[config.mk]
export PLATFORM = sky130hd
export DESIGN_NAME = mux_pipe_nway
export DESIGN_NICKNAME = d
export VERILOG_FILES = /design/src/rtl/mux_pipe_pkg.sv /design/src/rtl/mux_pipe_nway_rr_arbiter.sv /design/src/rtl/mux_pipe_nway.sv
export SDC_FILE = /design/constraint.sdc
export NUM_CORES = 1
export LEC_CHECK = 0
export ABC_AREA = 1
export CAP_MARGIN = 0
export CORE_AREA = 2 2 124 126
export DETAILED_ROUTE_END_ITERATION = 8
export DIE_AREA = 0 0 126 128
export PLACE_DENSITY = 0.75
export SYNTH_ARGS = -nofsm -noshare
export SYNTH_HDL_FRONTEND = slang
export SYNTH_HIERARCHICAL = 1
export SYNTH_SLANG_ARGS = --single-unit
[constraint.sdc]
create_clock -name clk -period 2.52 [get_ports clk]
set_clock_uncertainty 0.1 [all_clocks]
set_input_delay 0.504 -clock clk [delete_from_list [all_inputs] [get_ports clk]]
set_output_delay 0.504 -clock clk [all_outputs]
set_load 0.05 [all_outputs]
[src/rtl/mux_pipe_pkg.sv]
// mux_pipe_pkg: shared types and bounds for the N-way pipelined multiplexer.
package mux_pipe_pkg;

    // Arbitration mode, as driven on rr_mode
    typedef enum logic {
        MODE_FIXED = 1'b0,
        MODE_RR    = 1'b1
    } mode_e;

    // Legal parameter bounds
    localparam int NUM_IN_MIN = 2;
    localparam int NUM_IN_MAX = 16;
    localparam int WIDTH_MIN  = 1;
    localparam int WIDTH_MAX  = 64;

    // Channel index wide enough for the largest legal channel count
    localparam int CH_IDX_W = $clog2(NUM_IN_MAX);
    typedef logic [CH_IDX_W-1:0] ch_idx_t;

endpackage

[src/rtl/mux_pipe_nway_rr_arbiter.sv]
// rr_arbiter: combinational wrap-around priority search. Picks the lowest
// requesting index at or above ptr, wrapping past NUM_IN-1 back to 0.
// ptr must be below NUM_IN; the owner of ptr guarantees this.
module rr_arbiter
    import mux_pipe_pkg::*;
#(
    parameter  int NUM_IN = 8,
    localparam int SEL_W  = $clog2(NUM_IN)
) (
    input  logic [NUM_IN-1:0] req,
    input  logic [SEL_W-1:0]  ptr,
    output logic              grant_valid,
    output logic [SEL_W-1:0]  grant_idx
);

    // Scan offsets from farthest to nearest so the nearest requester wins
    always_comb begin
        int idx;
        grant_valid = 1'b0;
        grant_idx   = '0;
        idx         = 0;
        for (int k = NUM_IN - 1; k >= 0; k--) begin
            idx = int'(ptr) + k;
            if (idx >= NUM_IN) begin
                idx = idx - NUM_IN;
            end
            if (req[idx]) begin
                grant_valid = 1'b1;
                grant_idx   = SEL_W'(idx);
            end
        end
    end

endmodule

[src/rtl/mux_pipe_nway.sv]
// mux_pipe_nway: N-way valid/ready multiplexer with a single registered
// output stage. Fixed mode takes channel sel; round-robin mode (built only
// when MUX_PIPE_RR_EN is defined) rotates through valid channels starting
// at ptr. Without MUX_PIPE_RR_EN, rr_mode is ignored and only fixed mode
// exists.
module mux_pipe_nway
    import mux_pipe_pkg::*;
#(
    parameter  int NUM_IN = 8,
    parameter  int WIDTH  = 32,
    localparam int SEL_W  = $clog2(NUM_IN)
) (
    input  logic                    clk,
    input  logic                    rst_n,
    input  logic [NUM_IN-1:0]       in_valid,
    input  logic [NUM_IN*WIDTH-1:0] in_data,
    output logic [NUM_IN-1:0]       in_ready,
    input  logic [SEL_W-1:0]        sel,
    input  logic                    rr_mode,
    output logic                    out_valid,
    output logic [WIDTH-1:0]        out_data,
    output logic [SEL_W-1:0]        out_sel,
    input  logic                    out_ready
);

    logic             can_load;
    logic             sel_in_range;
    logic             cand_valid;
    logic [SEL_W-1:0] cand_idx;
    logic             load;
    logic [WIDTH-1:0] cand_data;

    // Output stage may take a new word when empty or draining this cycle
    assign can_load     = !out_valid || out_ready;
    assign sel_in_range = int'(sel) < NUM_IN;

`ifdef MUX_PIPE_RR_EN
    logic             rr_grant_valid;
    logic [SEL_W-1:0] rr_grant_idx;
    logic [SEL_W-1:0] ptr;
    mode_e            mode;

    assign mode = mode_e'(rr_mode);

    rr_arbiter #(
        .NUM_IN(NUM_IN)
    ) u_arb (
        .req        (in_valid),
        .ptr        (ptr),
        .grant_valid(rr_grant_valid),
        .grant_idx  (rr_grant_idx)
    );

    // Candidate comes from the arbiter or from sel, chosen live each cycle
    always_comb begin
        cand_valid = sel_in_range;
        cand_idx   = sel;
        if (mode == MODE_RR) begin
            cand_valid = rr_grant_valid;
            cand_idx   = rr_grant_idx;
        end
    end

    // Rotate priority past the channel that just completed a handshake
    always_ff @(posedge clk or negedge rst_n) begin
        if (!rst_n) begin
            ptr <= '0;
        end else if (load) begin
            ptr <= (cand_idx == SEL_W'(NUM_IN - 1)) ? '0 : cand_idx + 1'b1;
        end
    end
`else
    logic unused_rr_mode;

    assign unused_rr_mode = rr_mode;
    assign cand_valid     = sel_in_range;
    assign cand_idx       = sel;
`endif

    // Ready goes only to the candidate and never looks at its valid bit
    always_comb begin
        in_ready = '0;
        if (cand_valid) begin
            in_ready[cand_idx] = can_load;
        end
    end

    assign load      = cand_valid && in_valid[cand_idx] && can_load;
    assign cand_data = in_data[int'(cand_idx)*WIDTH +: WIDTH];

    // Output register: load on handshake, else drop valid once accepted
    always_ff @(posedge clk or negedge rst_n) begin
        if (!rst_n) begin
            out_valid <= 1'b0;
            out_data  <= '0;
            out_sel   <= '0;
        end else if (load) begin
            out_valid <= 1'b1;
            out_data  <= cand_data;
            out_sel   <= cand_idx;
        end else if (out_ready) begin
            out_valid <= 1'b0;
        end
    end

endmodule

==> implementation parameters, run 1 <==
Parameter                              Value

Outcome
  Run status    finished, final reports clean

Yosys
  Synth top cells by count    437 x sky130_fd_sc_hd__nand2_1, 334 x sky130_fd_sc_hd__inv_1, 167 x sky130_fd_sc_hd__nand3_1
  Number of synthesized flops with an enable pin    0
  Sequential cell area fraction in the yosys report    0.182
  Total of warnings raised by yosys    6
  Post-synthesis cell type with the largest combined area    sky130_fd_sc_hd__nand2_1
  Syn Std Cell Area    4960 µm²
  Main area contributors after synthesis    sky130_fd_sc_hd__nand2_1 33%, sky130_fd_sc_hd__inv_1 25%, sky130_fd_sc_hd__dfrtp_1 18%, sky130_fd_sc_hd__nand3_1 17%, sky130_fd_sc_hd__buf_2 3.9%
  Most frequent cell after synthesis    sky130_fd_sc_hd__nand2_1
  Net count after synthesis    1313
  Netlist cell types    10
  Share of flip-flops with an asynchronous set or reset after synthesis    1.00
  Proportion of netlist area held by the largest area contributor    0.331
  Avg Cell Area, Syn    4.76 µm²
  Gate count of the mapped netlist    roughly 1000
  Most used flip-flop cell after synthesis    sky130_fd_sc_hd__dfrtp_1
  Register bit total from synthesis    36

Timing
  Final hold vios    0
  Setup TNS after final layout    0 ns
  Count of final setup violators    0
  Final Max Slew Viols    0
  Fmax    roughly 0.42 GHz
  Period utilisation layout    0.950
  Setup repair after global routing missed its margin    false
  Slew margin rel.    0.452
  Final period demand of the worst path    2.39 ns
  Slew at the pin closest to its max-slew limit    0.821 ns

Die
  Std-Cell Rows    between 40 and 50
  Core ar.    around 15000 µm²
  Starting density of the core    0.334
  Die extent in y    128 µm
  Die area    16100 µm²
  Chip Width    126 µm
  Count of pins on the block boundary    315

Clock network
  Bufs on Longest Clock Path    2
  Root buffer cell    sky130_fd_sc_hd__clkbuf_16
  Number of H-tree levels    2
  Latest clock arrival within the worst-skew pair    0.28 ns
  Clock-pin slew of the registers on the worst-case setup and hold paths    0.05 ns
  Hold Buf Count CTS    0
  Clock sinks    36
  Number of buffers created by CTS    5
  CTS tree    yes

Worst setup path
  Biggest fanout along the worst timing path    4
  Type of destination of the critical path    output pin
  Slowest stage delay, CP    0.47 ns
  CP Launch Type    primary input
  Crit Path Category    primary input to output pin
  Start of the worst register-to-register path    out_valid$_DFFE_PN0P_
  Signal arrival time at the worst endpoint    1.79 ns
  Largest delay share family, worst path    buffers and inverters
  Critical Path Source    sel[2]
  Cells along the critical path    clkdlybuf4s50_1 -> buf_4 -> nor2_2 -> inv_1 -> nor2_1 -> buf_12
  Worst-path cell with the longest stage delay    sky130_fd_sc_hd__clkdlybuf4s50_1
  Buffering stage count on the worst path with inverters included    4
  Required time of the critical path    1.92 ns

GRT
  M1 GR Usage    0.332
  Met3 Use GR    0.0301
  Vias in the first global route    just under 6000
  GRT Max-Usage Layer    met2
  Met2 Track Usage GR    0.392
  Largest net degree at the start of global routing    69
  Wire length of the first global-routing pass    between 30000 and 40000 µm
  GRT Overall Usage    0.238
  Antenna violations before repair    0
  Overflow left after global routing    0

Cells and area
  P&R area growth vs syn    73.7%
  Share of final-layout standard cells stronger than drive strength 1    0.0367
  Post-layout util    0.579
  Sequential cell area    901 µm²
  Number of diodes added for antenna fixing    0
  Filler Cell Count    1514
  Final Non-Filler Cells    1523
  Number of nets in the layout    1605
  Area of the multi-input gates    2550 µm²

Run
  Max-Cap Viols    0

Placement
  Routability-driven placement congestion ratio    0.908
  I/O Buffers    between 300 and 400
  Placed wire-length estimate    16000 µm
  Total placed cells including tap cells    1515

Hold path
  Worst hold-check path type    primary input to asynchronous set/reset pin

Detailed routing
  Wire length per cell    between 10 and 15 µm
  Detail-routed via count per cell    around 4.3
  DRC violation count after routing    0
  Total wirelength of the detailed-routed design    19800 µm
  Total number of vias    between 6000 and 7000
  Detailed-router iteration count before antenna repair    7
  First-iteration detailed-routing DRC count    ~530
  Post-DRT Antenna Nets    0

Power and ir drop
  VDD IR max    270 µV
  Leakage power of the design    5.16 nW
  Ratio of total power to cell area    427 nW/µm²
[worst reg2reg max path: cells and delay by family, from the launching register on]
| family | cells | cell delay, ns |
|---|---|---|
| flip-flops | 1 | 0.37 |
| AND/OR/NAND/NOR | 4 | 0.72 |
| buffers and inverters | 1 | 0.42 |
[power breakdown]
part	switching, mW	internal, mW	total, mW
registers	0.0889	0.735	0.824
clock network	0.228	0.465	0.693
logic	1.26	0.903	2.16
total	1.58	2.10	3.68
[flip-flops by register name (all words and copies together), names as in the netlist]
register	count
out_sel	3
out_data	32
out_valid	1
[layout by cell type (no fill, tap or decap), types with 2 or more instances in the layout]
| cell | instances |
|---|---|
| sky130_fd_sc_hd__dfrtp_1 | 36 |
| sky130_fd_sc_hd__clkdlybuf4s50_1 | 302 |
| sky130_fd_sc_hd__buf_12 | 17 |
| sky130_fd_sc_hd__nand2_4 | 2 |
| sky130_fd_sc_hd__clkbuf_16 | 5 |
| sky130_fd_sc_hd__nor2_1 | 8 |
| sky130_fd_sc_hd__nand3_1 | 167 |
| sky130_fd_sc_hd__nor2_2 | 3 |
| sky130_fd_sc_hd__inv_1 | 334 |
| sky130_fd_sc_hd__nand2_1 | 437 |
| sky130_fd_sc_hd__inv_2 | 3 |
| sky130_fd_sc_hd__buf_4 | 15 |
[routing by layer]
| metal | share of wire | up-vias | wire length, µm |
|---|---|---|---|
| li1 | - | 3494 | - |
| met2 | 0.47 | 221 | 9240 |
| met3 | 0.056 | 31 | 1110 |
| met5 | 0 | - | 0 |
| met4 | 0.019 | 0 | 380 |
| met1 | 0.46 | 2763 | 9090 |
[layout make-up]
cell class                 instances  area share
tap                              188      0.0273
inverter                         338       0.148
timing repair buffer             336       0.406
clock inverter                     2     0.00407
clock buffer                       6      0.0150
multi-input combinational        617       0.296
sequential                        36       0.105
[final timing paths]
check	to	slack (ns)	cells past startpoint
setup / recovery	in_ready[3]	0.13	6
min in group clk	out_data[1]$_DFFE_PN0P_	0.37	2
max in group asynchronous	out_data[9]$_DFFE_PN0P_	1.58	1
setup reg to reg	out_sel[1]$_DFFE_PN0P_	0.79	5
hold reg to reg	out_data[1]$_DFFE_PN0P_	0.37	2
hold / removal	out_data[24]$_DFFE_PN0P_	0.23	1
[stage by stage]
step                      hold WS (ns)  setup slack [ns]  area, µm²  power (mW)
after global placement           0.355            0.0347       8450        2.98
after floorplan                  0.108            0.0605       4960        1.99
after CTS                        0.253            0.0605       8610        3.70
final                            0.227             0.127       8610        3.68
after detailed placement         0.358           -0.0199       8450        3.00
after global routing             0.288            0.0423       8610        3.89
[kinds of logic after synthesis]
kind of cell	count (synthesis)	share of synthesized area
flip-flops	36	0.182
buffers and inverters	389	0.304
AND/OR/NAND/NOR	617	0.514
[repair_timing]
action                                  CTS  global route
buffers inserted                          0             0
endpoints found under the setup margin    0             1
gates resized for setup                   0             1
No activity file was read; power rests on OpenSTA's default activity.
==> inputs of run 2 (changes only) <==
Settings changed: CORE_AREA 2 2 124 126 to 5 5 120 122, DIE_AREA 0 0 126 128 to 0 0 125 127, PLACE_DENSITY 0.75 to 0.83.
==> implementation parameters, run 2 (synthesis gave the netlist of run 1 again) <==
Parameter                              Value

Outcome
  Run status    finished, final reports clean

GRT
  GRT Overall Usage    0.252 (+0.0145)
  Vias in the first global route    6255 (+6.4%)
  Largest net degree at the start of global routing    73 (+5.8%)
  Overflow left after global routing    0 (unchanged)
  Antenna violations before repair    0 (unchanged)
  Wire length of the first global-routing pass    32400 µm (+5.5%)

Placement
  Total placed cells including tap cells    1497 (-1.2%)
  I/O Buffers    313 (unchanged)
  Post-Place Worst Slack    -0.0322 ns (-0.0123 ns)
  Placed wire-length estimate    17100 µm (+6.8%)
  Routability-driven placement congestion ratio    0.893 (-1.6%)
  Placed cell areas    8340 µm² (-1.3%)

Timing
  Slew margin rel.    0.470 (+0.0180)
  Final Max Slew Viols    0 (unchanged)
  Slew at the pin closest to its max-slew limit    0.794 ns (-0.0270 ns)
  Fmax    0.413 GHz (-1.2%)
  Setup repair after global routing missed its margin    false
  Post-route worst hold slack    0.212 ns (-0.0150 ns)
  Count of final setup violators    0 (unchanged)
  Final hold vios    0 (unchanged)
  Setup ws final    0.0966 ns (-0.0299 ns)
  Final period demand of the worst path    2.42 ns (+0.0299 ns)
  Period utilisation layout    0.962 (+0.0119)

Clock network
  Number of buffers created by CTS    5 (unchanged)
  Root buffer cell    sky130_fd_sc_hd__clkbuf_16
  CTS tree    yes
  Number of H-tree levels    2 (unchanged)
  Latest clock arrival within the worst-skew pair    0.28 ns (about the same)
  Setup fix buffers added after clock tree synthesis    0 (unchanged)
  Clock sinks    36 (unchanged)
  Bufs on Longest Clock Path    2 (unchanged)
  Clock-pin slew of the registers on the worst-case setup and hold paths    0.05 ns (about the same)

Worst setup path
  Signal arrival time at the worst endpoint    1.82 ns (+0.03 ns)
  CP Launch Type    primary input
  Biggest fanout along the worst timing path    4 (unchanged)
  Required time of the critical path    1.92 ns (about the same)
  Crit Path Category    primary input to output pin
  Type of destination of the critical path    output pin

Die
  Std-Cell Rows    42 (-6.7%)
  Core ar.    13100 µm² (-12%)
  Die extent in y    127 µm (-0.78%)
  Count of pins on the block boundary    315 (unchanged)
  Starting density of the core    0.379 (+0.0453)
  Die area    15900 µm² (-1.6%)
  Chip Width    125 µm (-0.79%)

Power and ir drop
  VDD IR max    306 µV (+13%)
  Leakage power of the design    5.12 nW (-0.89%)
  Ratio of total power to cell area    432 nW/µm² (+1.1%)

Cells and area
  Number of nets in the layout    1599 (-0.37%)
  Number of diodes added for antenna fixing    0 (unchanged)
  Flip-flop count of the largest register after layout    32 (unchanged)
  Biggest register    out_data
  Cell area after layout    8500 µm² (-1.3%)
  Most common cell after layout, fill and taps aside    sky130_fd_sc_hd__nand2_1
  Registers with the most flip-flops    out_data (32), out_sel (3), out_valid (1)
  Final Non-Filler Cells    1505 (-1.2%)
  Share of final-layout standard cells stronger than drive strength 1    0.0324 (-0.00435)
  P&R area growth vs syn    71.5%
  Commonest non-fill, non-tap cells in the layout    437 x sky130_fd_sc_hd__nand2_1, 334 x sky130_fd_sc_hd__inv_1, 302 x sky130_fd_sc_hd__clkdlybuf4s50_1, 167 x sky130_fd_sc_hd__nand3_1, 36 x sky130_fd_sc_hd__dfrtp_1

Hold path
  Worst hold-check path type    primary input to asynchronous set/reset pin

Detailed routing
  Total number of vias    6565 (+0.86%)
  First-iteration detailed-routing DRC count    543 (+3.4%)
  Wire length per cell    14.0 µm (+7.3%)
  Post-DRT Antenna Nets    0 (unchanged)
  Detail-routed via count per cell    4.36 (+2.1%)
  Detailed-router iteration count before antenna repair    5 (-2)
  DRC violation count after routing    0 (unchanged)
  Total wirelength of the detailed-routed design    21000 µm (+6.1%)

Run
  Max-Cap Viols    0 (unchanged)
run 2: changes by cell type in the layout (fill, tap and decap cells not counted), sizes merged:
cell,delta
buf,-6
run 2: final timing paths:
path,start,cells past startpoint,to,slack [ns]
worst min register to register,out_data[12]$_DFFE_PN0P_,2,out_data[12]$_DFFE_PN0P_,0.37
min in group clk,out_data[12]$_DFFE_PN0P_,2,out_data[12]$_DFFE_PN0P_,0.37
worst max register to register,out_valid$_DFFE_PN0P_,5,out_data[3]$_DFFE_PN0P_,0.85
worst max-delay path,sel[2],6,in_ready[3],0.1
max in group asynchronous,rst_n,1,out_data[13]$_DFFE_PN0P_,1.60
worst min-delay path,rst_n,1,out_data[26]$_DFFE_PN0P_,0.21
run 2: critical path: stages:
cell and delay (ns):
sky130_fd_sc_hd__clkdlybuf4s50_1 0.46, sky130_fd_sc_hd__buf_4 0.17, sky130_fd_sc_hd__nor2_2 0.19, sky130_fd_sc_hd__inv_1 0.11, sky130_fd_sc_hd__nor2_1 0.21, sky130_fd_sc_hd__buf_12 0.17
run 2: layout make-up:
class                           instances  area (µm²)
Clock inverter                          2        35.0
Multi-Input combinational cell        617        2550
Clock buffer                            6         129
Timing Repair Buffer                  330        3400
Fill cell                            1215        4580
Inverter                              338        1270
Sequential cell                        36         901
Tap cell                              176         220
run 2: through the flow:
| step | utilization | TNS (ns) | power [mW] |
|---|---|---|---|
| global route | 0.650 | 0 | 3.89 |
| global placement | 0.637 | 0 | 2.96 |
| CTS | 0.650 | 0 | 3.69 |
| finish | 0.650 | 0 | 3.67 |
| detailed placement | 0.637 | -0.208 | 2.99 |
| floorplan | - | 0 | 1.99 |
run 2: layer usage:
layer  GRT usage  routed length (µm)  part of all wire
met5           0                   0                 0
met4      0.0619                 497             0.024
met1       0.330                8790              0.42
met2       0.436               10200              0.48
met3      0.0413                1580             0.075
run 2: what timing repair did:
item | CTS | global route
hold buffers | 0 | 0
endpoints found under the setup margin | 0 | 4
gates resized for setup | 0 | 1
run 2: where the power goes:
group	total (mW)	switching [mW]	internal [mW]
Clock	0.691	0.226	0.465
Combinational	2.16	1.27	0.888
Sequential	0.824	0.0885	0.735
==> inputs of run 3 (changes only) <==
--- a/constraint.sdc
+++ b/constraint.sdc
@@ -4,2 +4,2 @@
 set_output_delay 0.504 -clock clk [all_outputs]
-set_load 0.05 [all_outputs]
+set_load 0.02 [all_outputs]
==> implementation parameters, run 3 (synthesis gave the netlist of run 1 again) <==
Parameter                              Value

Worst setup path
  Terminus of the critical flop-to-flop path    out_data[12]$_DFFE_PN0P_
  Slowest stage delay, CP    0.53 ns (+0.07 ns)
  Worst-path cell with the longest stage delay    sky130_fd_sc_hd__clkdlybuf4s50_1
  Number of cells on the critical path    6 (unchanged)
  Depth of the worst register-to-register path    5 (unchanged)
  Biggest fanout along the worst timing path    4 (unchanged)
  Buffering stage count on the worst path with inverters included    4 (unchanged)
  Required time of the critical path    1.92 ns (about the same)
  CP Launch Type    primary input
  Crit Path Category    primary input to output pin
  Start of the worst register-to-register path    out_valid$_DFFE_PN0P_
  Signal arrival time at the worst endpoint    1.86 ns (+0.04 ns)
  Cells along the critical path    clkdlybuf4s50_1 -> buf_4 -> nor2_2 -> inv_1 -> nor2_1 -> clkdlybuf4s15_1
  Largest delay share family, worst path    buffers and inverters
  Worst R2R Setup Slack    0.98 ns (+0.13 ns)
  Type of destination of the critical path    output pin

Detailed routing
  Detail-routed via count per cell    4.34 (-0.41%)
  Detailed-router iteration count before antenna repair    4 (-1)
  Post-DRT Antenna Nets    0 (unchanged)
  Wire length per cell    13.5 µm (-3.2%)
  First-iteration detailed-routing DRC count    455 (-16%)
  Total number of vias    6534 (-0.47%)
  Total wirelength of the detailed-routed design    20300 µm (-3.3%)
  DRC violation count after routing    0 (unchanged)

Placement
  Total placed cells including tap cells    1496 (-0.067%)
  I/O Buffers    313 (unchanged)
  Placed cell areas    8220 µm² (-1.4%)
  Placed wire-length estimate    16400 µm (-4.3%)
  Routability-driven placement congestion ratio    0.925 (+3.5%)

Timing
  Slew at the pin closest to its max-slew limit    0.799 ns (+0.00453 ns)
  Setup repair after global routing missed its margin    false
  Final hold vios    0 (unchanged)
  Setup TNS after final layout    0 ns (unchanged)
  Post-route worst hold slack    0.211 ns (-0.000697 ns)
  Slew margin rel.    0.467 (-0.00302)
  Final period demand of the worst path    2.46 ns (+0.0388 ns)
  Fmax    0.406 GHz (-1.6%)
  Final Max Slew Viols    0 (unchanged)
  Period utilisation layout    0.977 (+0.0154)
  Count of final setup violators    0 (unchanged)

GRT
  Antenna violations before repair    0 (unchanged)
  GRT Overall Usage    0.244 (-0.00817)
  Vias in the first global route    6061 (-3.1%)
  Largest net degree at the start of global routing    133 (+82%)
  Wire length of the first global-routing pass    31200 µm (-3.7%)
  Overflow left after global routing    0 (unchanged)

Power and ir drop
  Share of total power in sequential cells    0.253 (+0.029)
  Combinational share of power    0.534 (-0.054)
  Clock network fraction of design power    0.213 (+0.025)
  Internal power    2.07 mW (-0.62%)
  Ratio of total power to cell area    390 nW/µm² (-9.7%)
  Net switching power of the design    1.20 mW (-24%)
  Leakage power of the design    5.08 nW (-0.65%)
  Share of total power consumed by net switching    0.366 (-0.0650)
  VDD IR max    295 µV (-3.4%)

Cells and area
  P&R area growth vs syn    69.4%
  Biggest register    out_data
  Post-layout util    0.642 (-0.00794)
  Commonest non-fill, non-tap cells in the layout    437 x sky130_fd_sc_hd__nand2_1, 334 x sky130_fd_sc_hd__inv_1, 303 x sky130_fd_sc_hd__clkdlybuf4s50_1, 167 x sky130_fd_sc_hd__nand3_1, 36 x sky130_fd_sc_hd__dfrtp_1
  Final Non-Filler Cells    1504 (-0.066%)
  Filler Cell Count    1260 (+3.7%)
  Flip-flop count of the largest register after layout    32 (unchanged)
  Number of diodes added for antenna fixing    0 (unchanged)
  Number of nets in the layout    1598 (-0.063%)
  Most common cell after layout, fill and taps aside    sky130_fd_sc_hd__nand2_1
  Share of final-layout standard cells stronger than drive strength 1    0.0271 (-0.00525)
  Registers with the most flip-flops    out_data (32), out_sel (3), out_valid (1)
  Cell area after layout    8400 µm² (-1.2%)

Die
  Core ar.    13100 µm² (unchanged)
  Starting density of the core    0.379 (unchanged)
  Count of pins on the block boundary    315 (unchanged)
  Die area    15900 µm² (unchanged)
  Die extent in y    127 µm (unchanged)
  Chip Width    125 µm (unchanged)
  Std-Cell Rows    42 (unchanged)

Run
  Max-Cap Viols    0 (unchanged)

Clock network
  Number of buffers created by CTS    5 (unchanged)
  Hold Buf Count CTS    0 (unchanged)
  CTS tree    yes
  Number of H-tree levels    2 (unchanged)
  Root buffer cell    sky130_fd_sc_hd__clkbuf_16
  Bufs on Longest Clock Path    2 (unchanged)
  Latest clock arrival within the worst-skew pair    0.28 ns (about the same)
  Clock-pin slew of the registers on the worst-case setup and hold paths    0.06 ns (about the same)
  Clock sinks    36 (unchanged)

Hold path
  Worst hold-check path type    primary input to asynchronous set/reset pin

Outcome
  Run status    finished, final reports clean
run 3: timing repair:
action	4_1_cts	5_1_grt
resized for setup	8	7
setup endpoints to repair	8	35
setup buffers	0	0
run 3: metrics by stage:
stage | setup slack, ns | total power, mW
2_1_floorplan | 0.426 | 1.61
6_report | 0.0578 | 3.27
3_5_place_dp | -0.214 | 2.59
3_3_place_gp | -0.184 | 2.56
4_1_cts | 0.0685 | 3.29
5_1_grt | 0.0134 | 3.49
run 3: cell type report:
cell class | instances | area (µm²) | area share
Multi-Input combinational cell | 617 | 2560 | 0.304
Sequential cell | 36 | 901 | 0.107
Inverter | 338 | 1270 | 0.151
Clock buffer | 5 | 125 | 0.0149
Timing Repair Buffer | 329 | 3280 | 0.391
Tap cell | 176 | 220 | 0.0262
Clock inverter | 3 | 42.5 | 0.00507
run 3: power groups by stage:
stage,clock (mW),combinational [mW],sequential [mW]
floorplan,0,0.595,1.02
global route,0.733,1.91,0.847
CTS,0.709,1.75,0.826
detailed placement,0,1.75,0.834
finish,0.698,1.75,0.827
global placement,0,1.73,0.830
run 3: worst max-delay path by stage:
stage	slack [ns]	startpoint	to
global placement	-0.18	sel[1]	out_data[9]$_DFFE_PN0P_
global route	0.01	sel[1]	in_ready[1]
CTS	0.07	sel[1]	out_data[12]$_DFFE_PN0P_
detailed placement	-0.21	sel[1]	out_data[12]$_DFFE_PN0P_
floorplan	0.43	sel[0]	in_ready[0]
finish	0.06	sel[1]	in_ready[1]
run 3: routing by layer:
metal	share of wire	vias up	GRT usage
met5	0	-	0
met4	0.030	0	0.0759
met3	0.067	34	0.0426
met2	0.48	213	0.414
met1	0.42	2801	0.317
li1	-	3486	-
